`src/rtl/button_pkg.sv`:
```
// Shared state encoding and default timing constants for the push-button input path.
package button_pkg;

   typedef enum logic [1:0] {
      ST_UP        = 2'd0,
      ST_WAIT_DOWN = 2'd1,
      ST_DOWN      = 2'd2,
      ST_WAIT_UP   = 2'd3
   } btn_state_e;

   localparam int CLK_HZ = 24_000_000;
   // ~10 ms debounce window and ~1 s long-press hold at the board clock
   localparam int DEBOUNCE_CYCLES_DEFAULT   = CLK_HZ / 100;
   localparam int LONG_PRESS_CYCLES_DEFAULT = CLK_HZ;

endpackage

```
`src/rtl/button_debounce.sv`:
```
// One active-low push button: 2-flop synchroniser, debounce FSM, press/release/toggle outputs.
// Optional long-press pulse enabled by defining BUTTON_INPUT_LONG_PRESS_EN.
module button_debounce
   import button_pkg::*;
#(
   parameter int   DEBOUNCE_CYCLES   = DEBOUNCE_CYCLES_DEFAULT,
   parameter int   LONG_PRESS_CYCLES = LONG_PRESS_CYCLES_DEFAULT,
   parameter logic TOGGLE_INIT       = 1'b0
) (
   input  logic clk,
   input  logic reset,
   input  logic btn_n,
   output logic level,
   output logic pressed,
   output logic released,
   output logic toggle,
   output logic long_press
);

   localparam int CNT_W = $clog2(DEBOUNCE_CYCLES + 1);
   localparam logic [CNT_W-1:0] CNT_LAST = CNT_W'(DEBOUNCE_CYCLES - 1);

   logic [1:0]       sync_q;
   logic             s;
   btn_state_e       state_q, state_d;
   logic [CNT_W-1:0] cnt_q, cnt_d;
   logic             level_q, level_d;
   logic             pressed_q, pressed_d;
   logic             released_q, released_d;
   logic             toggle_q, toggle_d;
   logic             long_press_q, long_press_d;

   // Reset value of the chain is "released", so a held button is seen as a fresh press
   assign s = ~sync_q[1];

   always_comb begin
      state_d    = state_q;
      cnt_d      = cnt_q;
      level_d    = level_q;
      pressed_d  = 1'b0;
      released_d = 1'b0;
      toggle_d   = toggle_q;
      case (state_q)
         ST_UP: begin
            if (s) begin
               state_d = ST_WAIT_DOWN;
               cnt_d   = '0;
            end
         end
         ST_WAIT_DOWN: begin
            if (!s) begin
               state_d = ST_UP;
               cnt_d   = '0;
            end else if (cnt_q == CNT_LAST) begin
               state_d   = ST_DOWN;
               cnt_d     = '0;
               pressed_d = 1'b1;
               level_d   = 1'b1;
               toggle_d  = ~toggle_q;
            end else begin
               cnt_d = cnt_q + 1'b1;
            end
         end
         ST_DOWN: begin
            if (!s) begin
               state_d = ST_WAIT_UP;
               cnt_d   = '0;
            end
         end
         ST_WAIT_UP: begin
            if (s) begin
               state_d = ST_DOWN;
               cnt_d   = '0;
            end else if (cnt_q == CNT_LAST) begin
               state_d    = ST_UP;
               cnt_d      = '0;
               released_d = 1'b1;
               level_d    = 1'b0;
            end else begin
               cnt_d = cnt_q + 1'b1;
            end
         end
         default: begin
            state_d = ST_UP;
            cnt_d   = '0;
         end
      endcase
   end

`ifdef BUTTON_INPUT_LONG_PRESS_EN
   localparam int HOLD_W = $clog2(LONG_PRESS_CYCLES + 1);
   localparam logic [HOLD_W-1:0] HOLD_LAST = HOLD_W'(LONG_PRESS_CYCLES - 1);

   logic [HOLD_W-1:0] hold_q, hold_d;
   logic              lp_done_q, lp_done_d;

   // Hold timer only advances while staying in DOWN; lp_done limits it to one pulse per press
   always_comb begin
      hold_d       = hold_q;
      lp_done_d    = lp_done_q;
      long_press_d = 1'b0;
      if (state_q == ST_DOWN && s) begin
         if (!lp_done_q) begin
            if (hold_q == HOLD_LAST) begin
               long_press_d = 1'b1;
               lp_done_d    = 1'b1;
            end else begin
               hold_d = hold_q + 1'b1;
            end
         end
      end else begin
         hold_d    = '0;
         lp_done_d = 1'b0;
      end
   end

   always_ff @(posedge clk) begin
      if (reset) begin
         hold_q    <= '0;
         lp_done_q <= 1'b0;
      end else begin
         hold_q    <= hold_d;
         lp_done_q <= lp_done_d;
      end
   end
`else
   assign long_press_d = 1'b0;
`endif

   always_ff @(posedge clk) begin
      if (reset) begin
         sync_q       <= 2'b11;
         state_q      <= ST_UP;
         cnt_q        <= '0;
         level_q      <= 1'b0;
         pressed_q    <= 1'b0;
         released_q   <= 1'b0;
         toggle_q     <= TOGGLE_INIT;
         long_press_q <= 1'b0;
      end else begin
         sync_q       <= {sync_q[0], btn_n};
         state_q      <= state_d;
         cnt_q        <= cnt_d;
         level_q      <= level_d;
         pressed_q    <= pressed_d;
         released_q   <= released_d;
         toggle_q     <= toggle_d;
         long_press_q <= long_press_d;
      end
   end

   assign level      = level_q;
   assign pressed    = pressed_q;
   assign released   = released_q;
   assign toggle     = toggle_q;
   assign long_press = long_press_q;

endmodule

```
`src/rtl/button_input.sv`:
```
// N_BTN independent debounced push buttons; toggle bits drive the LED colour enables directly.
// long_press is live only when BUTTON_INPUT_LONG_PRESS_EN is defined, otherwise held at 0.
module button_input
   import button_pkg::*;
#(
   parameter int               N_BTN             = 2,
   parameter int               DEBOUNCE_CYCLES   = DEBOUNCE_CYCLES_DEFAULT,
   parameter logic [N_BTN-1:0] TOGGLE_INIT       = {N_BTN{1'b0}},
   parameter int               LONG_PRESS_CYCLES = LONG_PRESS_CYCLES_DEFAULT
) (
   input  logic             clk,
   input  logic             reset,
   input  logic [N_BTN-1:0] btn_n,
   output logic [N_BTN-1:0] level,
   output logic [N_BTN-1:0] pressed,
   output logic [N_BTN-1:0] released,
   output logic [N_BTN-1:0] toggle,
   output logic [N_BTN-1:0] long_press
);

   genvar gi;
   generate
      for (gi = 0; gi < N_BTN; gi++) begin : g_btn
         button_debounce #(
            .DEBOUNCE_CYCLES  (DEBOUNCE_CYCLES),
            .LONG_PRESS_CYCLES(LONG_PRESS_CYCLES),
            .TOGGLE_INIT      (TOGGLE_INIT[gi])
         ) u_debounce (
            .clk       (clk),
            .reset     (reset),
            .btn_n     (btn_n[gi]),
            .level     (level[gi]),
            .pressed   (pressed[gi]),
            .released  (released[gi]),
            .toggle    (toggle[gi]),
            .long_press(long_press[gi])
         );
      end
   endgenerate

endmodule

```
`config.mk`:
```
export PLATFORM = sky130hd
export DESIGN_NAME = button_input
export DESIGN_NICKNAME = d
export VERILOG_FILES = /design/src/rtl/button_pkg.sv /design/src/rtl/button_debounce.sv /design/src/rtl/button_input.sv
export SDC_FILE = /design/constraint.sdc
export NUM_CORES = 1
export LEC_CHECK = 0
export CAP_MARGIN = 30
export CORE_ASPECT_RATIO = 1.1
export CORE_MARGIN = 2
export CORE_UTILIZATION = 50
export DETAILED_ROUTE_END_ITERATION = 16
export DONT_BUFFER_PORTS = 1
export GPL_TIMING_DRIVEN = 0
export PLACE_DENSITY = 0.66
export REMOVE_ABC_BUFFERS = 1
export SLEW_MARGIN = 10
export SYNTH_ARGS = -nofsm -noshare
export SYNTH_HDL_FRONTEND = slang
export SYNTH_SLANG_ARGS = --single-unit
```
`constraint.sdc`:
```
create_clock -name clk -period 3.61 [get_ports clk]
set_clock_uncertainty 0.1 [all_clocks]
set_input_delay 1.083 -clock clk [delete_from_list [all_inputs] [get_ports clk]]
set_output_delay 1.083 -clock clk [all_outputs]
set_load 0.02 [all_outputs]
```
==> results.txt <==
----------------------------------------------------
[Outcome]
  Status ... complete, no violations

[Timing]
  Post-layout worst setup margin ... 1.572 ns
  Tmin final ... 2.038 ns
  Relative slew slack ... 37.96%
  Final Setup Violations ... 0
  Pin slew with the least headroom to its limit ... 0.9255 ns
  RSZ-0062 raised after global routing ... false
  Number of pins exceeding their max-slew limit in the final report ... 0
  Hold Vio Cnt, Final ... 0
  Maximum achievable frequency ... 490.7 MHz
  Fin Setup TNS ... 0 ns
  Period Utilization, post-route ... 56.45%

[Detailed routing]
  DR top layer ... met4
  Via density ... 5.712
  Residual antenna-violating net count after detailed routing ... 0
  Aggregate routed wire length ... 5065 um
  Metal2 WL ... 2502 um
  Met3 wire length ... 119 um
  Detailed-route wire length on metal 1 ... 2328 um
  Number of DRC violations after detailed routing ... 0
  DRC marker count from the first detailed-route iteration ... 135
  Avg WL per Cell ... 13.40 um
  Vias ... 2159
  Pre-Repair DR Iteration Count ... 4

[Yosys]
  Share of synthesized area spent on multiplexers ... 2.279%
  Yosys Warn Count ... 0
  Adder-cell share of the synthesized area ... 0.9302%
  Synthesized instance count ... 318
  Post-synthesis cell area ... 2690 um2
  Xor/xnor share of the synthesized area ... 3.907%
  Combinational family with the most area after synthesis ... simple AND/OR/NAND/NOR gates
  Largest cells by area after synthesis ... sky130_fd_sc_hd__dfxtp_1 39%, sky130_fd_sc_hd__a21oi_1 4.5%, sky130_fd_sc_hd__nand3_1 3.7%, sky130_fd_sc_hd__nand2_1 3.5%, sky130_fd_sc_hd__buf_4 3.1%
  Post-Synth Simple-Gate Area ... 29.40%
  Register area share after synthesis ... 38.70%
  Number of enable flip-flop cells after synthesis ... 0
  Synth cell types ... 54
  Synth area leader ... sky130_fd_sc_hd__dfxtp_1
  Number of register bits inferred by synthesis ... 52
  Average size of a mapped cell ... 8.459 um2
  Compound-Gate Fraction of Synth Area ... 17.12%
  Fraction of registers with async set/reset ... 0%
  Yosys top cell area share ... 38.70%
  Commonest register cell after synthesis ... sky130_fd_sc_hd__dfxtp_1

[Clock network]
  Clock Path Buffers ... 2
  Clock latency of the later-clocked register in the worst-skew pair ... 0.31 ns
  Clock Pin Slew Worst Setup and Hold Paths ... 0.10 ns
  Number of buffers created by CTS ... 5
  Root buffer cell ... sky130_fd_sc_hd__clkbuf_8
  Number of instances resized during post-cts repair ... 0
  Clock tree from TritonCTS ... yes
  Number of hold buffers added after cts ... 0
  Clock sink count ... 52
  Post-CTS Setup Bufs ... 0
  Total number of H-tree levels ... 2

[Place]
  Weighted congestion at the end of routability-driven global placement ... 0.8225
  Worst-case setup slack after placement ... 1.253 ns
  Port Buffers ... 0
  HPWL after detailed placement ... 3651 um

[Pwr]
  Total power divided by cell area ... 348.3 nW/um2
  Leakage Power ... 0.9533 nW
  Largest voltage drop on the vdd net ... 0.2191 mV

[Finish]
  Number of diodes ... 0
  Post-layout nets ... 308
  Most frequent standard cell in the layout excluding fill and tap cells ... sky130_fd_sc_hd__dfxtp_1
  Area added between synthesis and finish ... 1.721%
  Commonest cells after routing, fill and taps aside ... 52 x sky130_fd_sc_hd__dfxtp_1, 25 x sky130_fd_sc_hd__nand2_1, 23 x sky130_fd_sc_hd__a21oi_1
  Share of cells above drive strength 1 ... 10.23%
  Number of fill cells in the layout ... 519

[Floorplan]
  Core Region ... 5290 um2
  Height of the die ... 80.93 um
  Chip width ... 73.94 um
  Row Count ... 28
  Total Die Area ... 5984 um2
  Initial Utilization ... 50.85%
  Number of top-level pins ... 14

[Worst setup path]
  Data required time of the critical path ... 3.76 ns
  Cell depth of the worst flop-to-flop path ... 6
  Reg-to-Reg End ... g_btn[1].u_debounce.cnt_q[17]
  Arrival time of the worst setup path ... 2.19 ns
  Critical path capture point type ... flip-flop
  Worst setup path class ... flip-flop to flip-flop
  Launching point of the worst reg2reg path ... g_btn[1].u_debounce.cnt_q[0]
  Worst reg-to-reg setup slack ... 1.57 ns
  CP max FO ... 15
  Kind of launch point of the worst setup path ... flip-flop

[Worst hold path]
  Hold/Removal Path Class ... flip-flop to flip-flop
  WHS Endpoint ... g_btn[1].u_debounce.sync_q[1]
  Hold path startpoint ... g_btn[1].u_debounce.sync_q[0]
  Cells on Worst Hold Path ... 1

[Global route]
  Number of global-route vias before repair ... 1923
  Sum of overflow across all layers after global routing ... 0
  Pin count of the biggest net entering global routing ... 29
  Global-route wire length before repair ... 8694 um
  Global routing usage summed across all routing layers ... 18.51%
  Initial antenna violation count ... 0

[Job]
  Max_cap viols ... 0

----------------------------------------------------
-- worst max path at each step --
stage / start / end
6_report: g_btn[1].u_debounce.cnt_q[0] / g_btn[1].u_debounce.cnt_q[17]
5_1_grt: g_btn[1].u_debounce.cnt_q[5] / g_btn[1].u_debounce.cnt_q[10]
4_1_cts: g_btn[1].u_debounce.cnt_q[0] / g_btn[1].u_debounce.cnt_q[17]
3_5_place_dp: reset / g_btn[0].u_debounce.cnt_q[13]
3_3_place_gp: reset / g_btn[0].u_debounce.cnt_q[2]
2_1_floorplan: reset / g_btn[0].u_debounce.cnt_q[2]
-- through the flow --
stage / util (%) / power [mW] / hold WS [ns] / cells / instance area (um2)
after floorplan: - / 0.6253 / 0.2895 / 293 / 2532
after global placement: 49.65 / 0.6318 / 0.2960 / 368 / 2626
after detailed placement: 50.02 / 0.6330 / 0.3023 / 370 / 2646
after CTS: 51.73 / 0.9674 / 0.3260 / 378 / 2736
after global routing: 51.73 / 0.9939 / 0.3405 / 378 / 2736
final: 51.73 / 0.9530 / 0.3193 / 378 / 2736
-- where the power goes --
group,switching [mW],total [mW],internal (mW)
combinational,0.0189,0.0332,0.0142
sequential,0.00810,0.586,0.578
clock,0.196,0.334,0.138
-- final cells by class --
| class | count | area (um2) | area share [%] |
|---|---|---|---|
| Tap cell | 75 | 93.84 | 3.429 |
| Timing Repair Buffer | 2 | 16.27 | 0.5944 |
| Clock inverter | 3 | 21.27 | 0.7773 |
| Sequential cell | 52 | 1041 | 38.04 |
| Multi-Input combinational cell | 230 | 1454 | 53.13 |
| Inverter | 11 | 41.29 | 1.509 |
| Clock buffer | 5 | 68.82 | 2.515 |
-- logic make-up after synthesis --
kind of cell,after synthesis
buf+inv,37
compound gates,74
flops,52
other cells,1
simple gates,137
xor+xnor,9
fa+ha+maj,2
mux,6
-- routing by layer --
layer	track usage (%)	up-vias
met1	23.67	1012
met3	3.722	9
met4	7.818	0
li1	-	1106
met5	0	-
met2	30.18	32
-- Yosys cell counts (6+ instances only) --
| library cell | instances |
|---|---|
| sky130_fd_sc_hd__a21o_1 | 6 |
| sky130_fd_sc_hd__nor3b_1 | 6 |
| sky130_fd_sc_hd__nand2_1 | 25 |
| sky130_fd_sc_hd__inv_1 | 11 |
| sky130_fd_sc_hd__o21ai_0 | 8 |
| sky130_fd_sc_hd__and3_1 | 9 |
| sky130_fd_sc_hd__clkbuf_1 | 7 |
| sky130_fd_sc_hd__o21ai_1 | 13 |
| sky130_fd_sc_hd__nand3_1 | 20 |
| sky130_fd_sc_hd__buf_4 | 11 |
| sky130_fd_sc_hd__buf_2 | 6 |
| sky130_fd_sc_hd__nor3_1 | 7 |
| sky130_fd_sc_hd__a21oi_1 | 24 |
| sky130_fd_sc_hd__nor2_1 | 22 |
| sky130_fd_sc_hd__dfxtp_1 | 52 |
| sky130_fd_sc_hd__nand4_1 | 11 |
-- registers in the layout, indices dropped and copies added (netlist names), named ones only --
name,flops
g_btn.u_debounce.pressed,2
g_btn.u_debounce.sync_q,4
g_btn.u_debounce.toggle,2
g_btn.u_debounce.level,2
g_btn.u_debounce.state_q,2
g_btn.u_debounce.cnt_q,36
g_btn.u_debounce.released,2
-- critical path, stage by stage, from the launching register on --
cell and delay (ns):
sky130_fd_sc_hd__dfxtp_1 0.36, sky130_fd_sc_hd__ha_1 0.26, sky130_fd_sc_hd__and4_4 0.24, sky130_fd_sc_hd__and3_4 0.20
sky130_fd_sc_hd__a21o_4 0.28, sky130_fd_sc_hd__or4_1 0.47, sky130_fd_sc_hd__nand3_1 0.09
No activity file was read; power rests on OpenSTA's default activity.
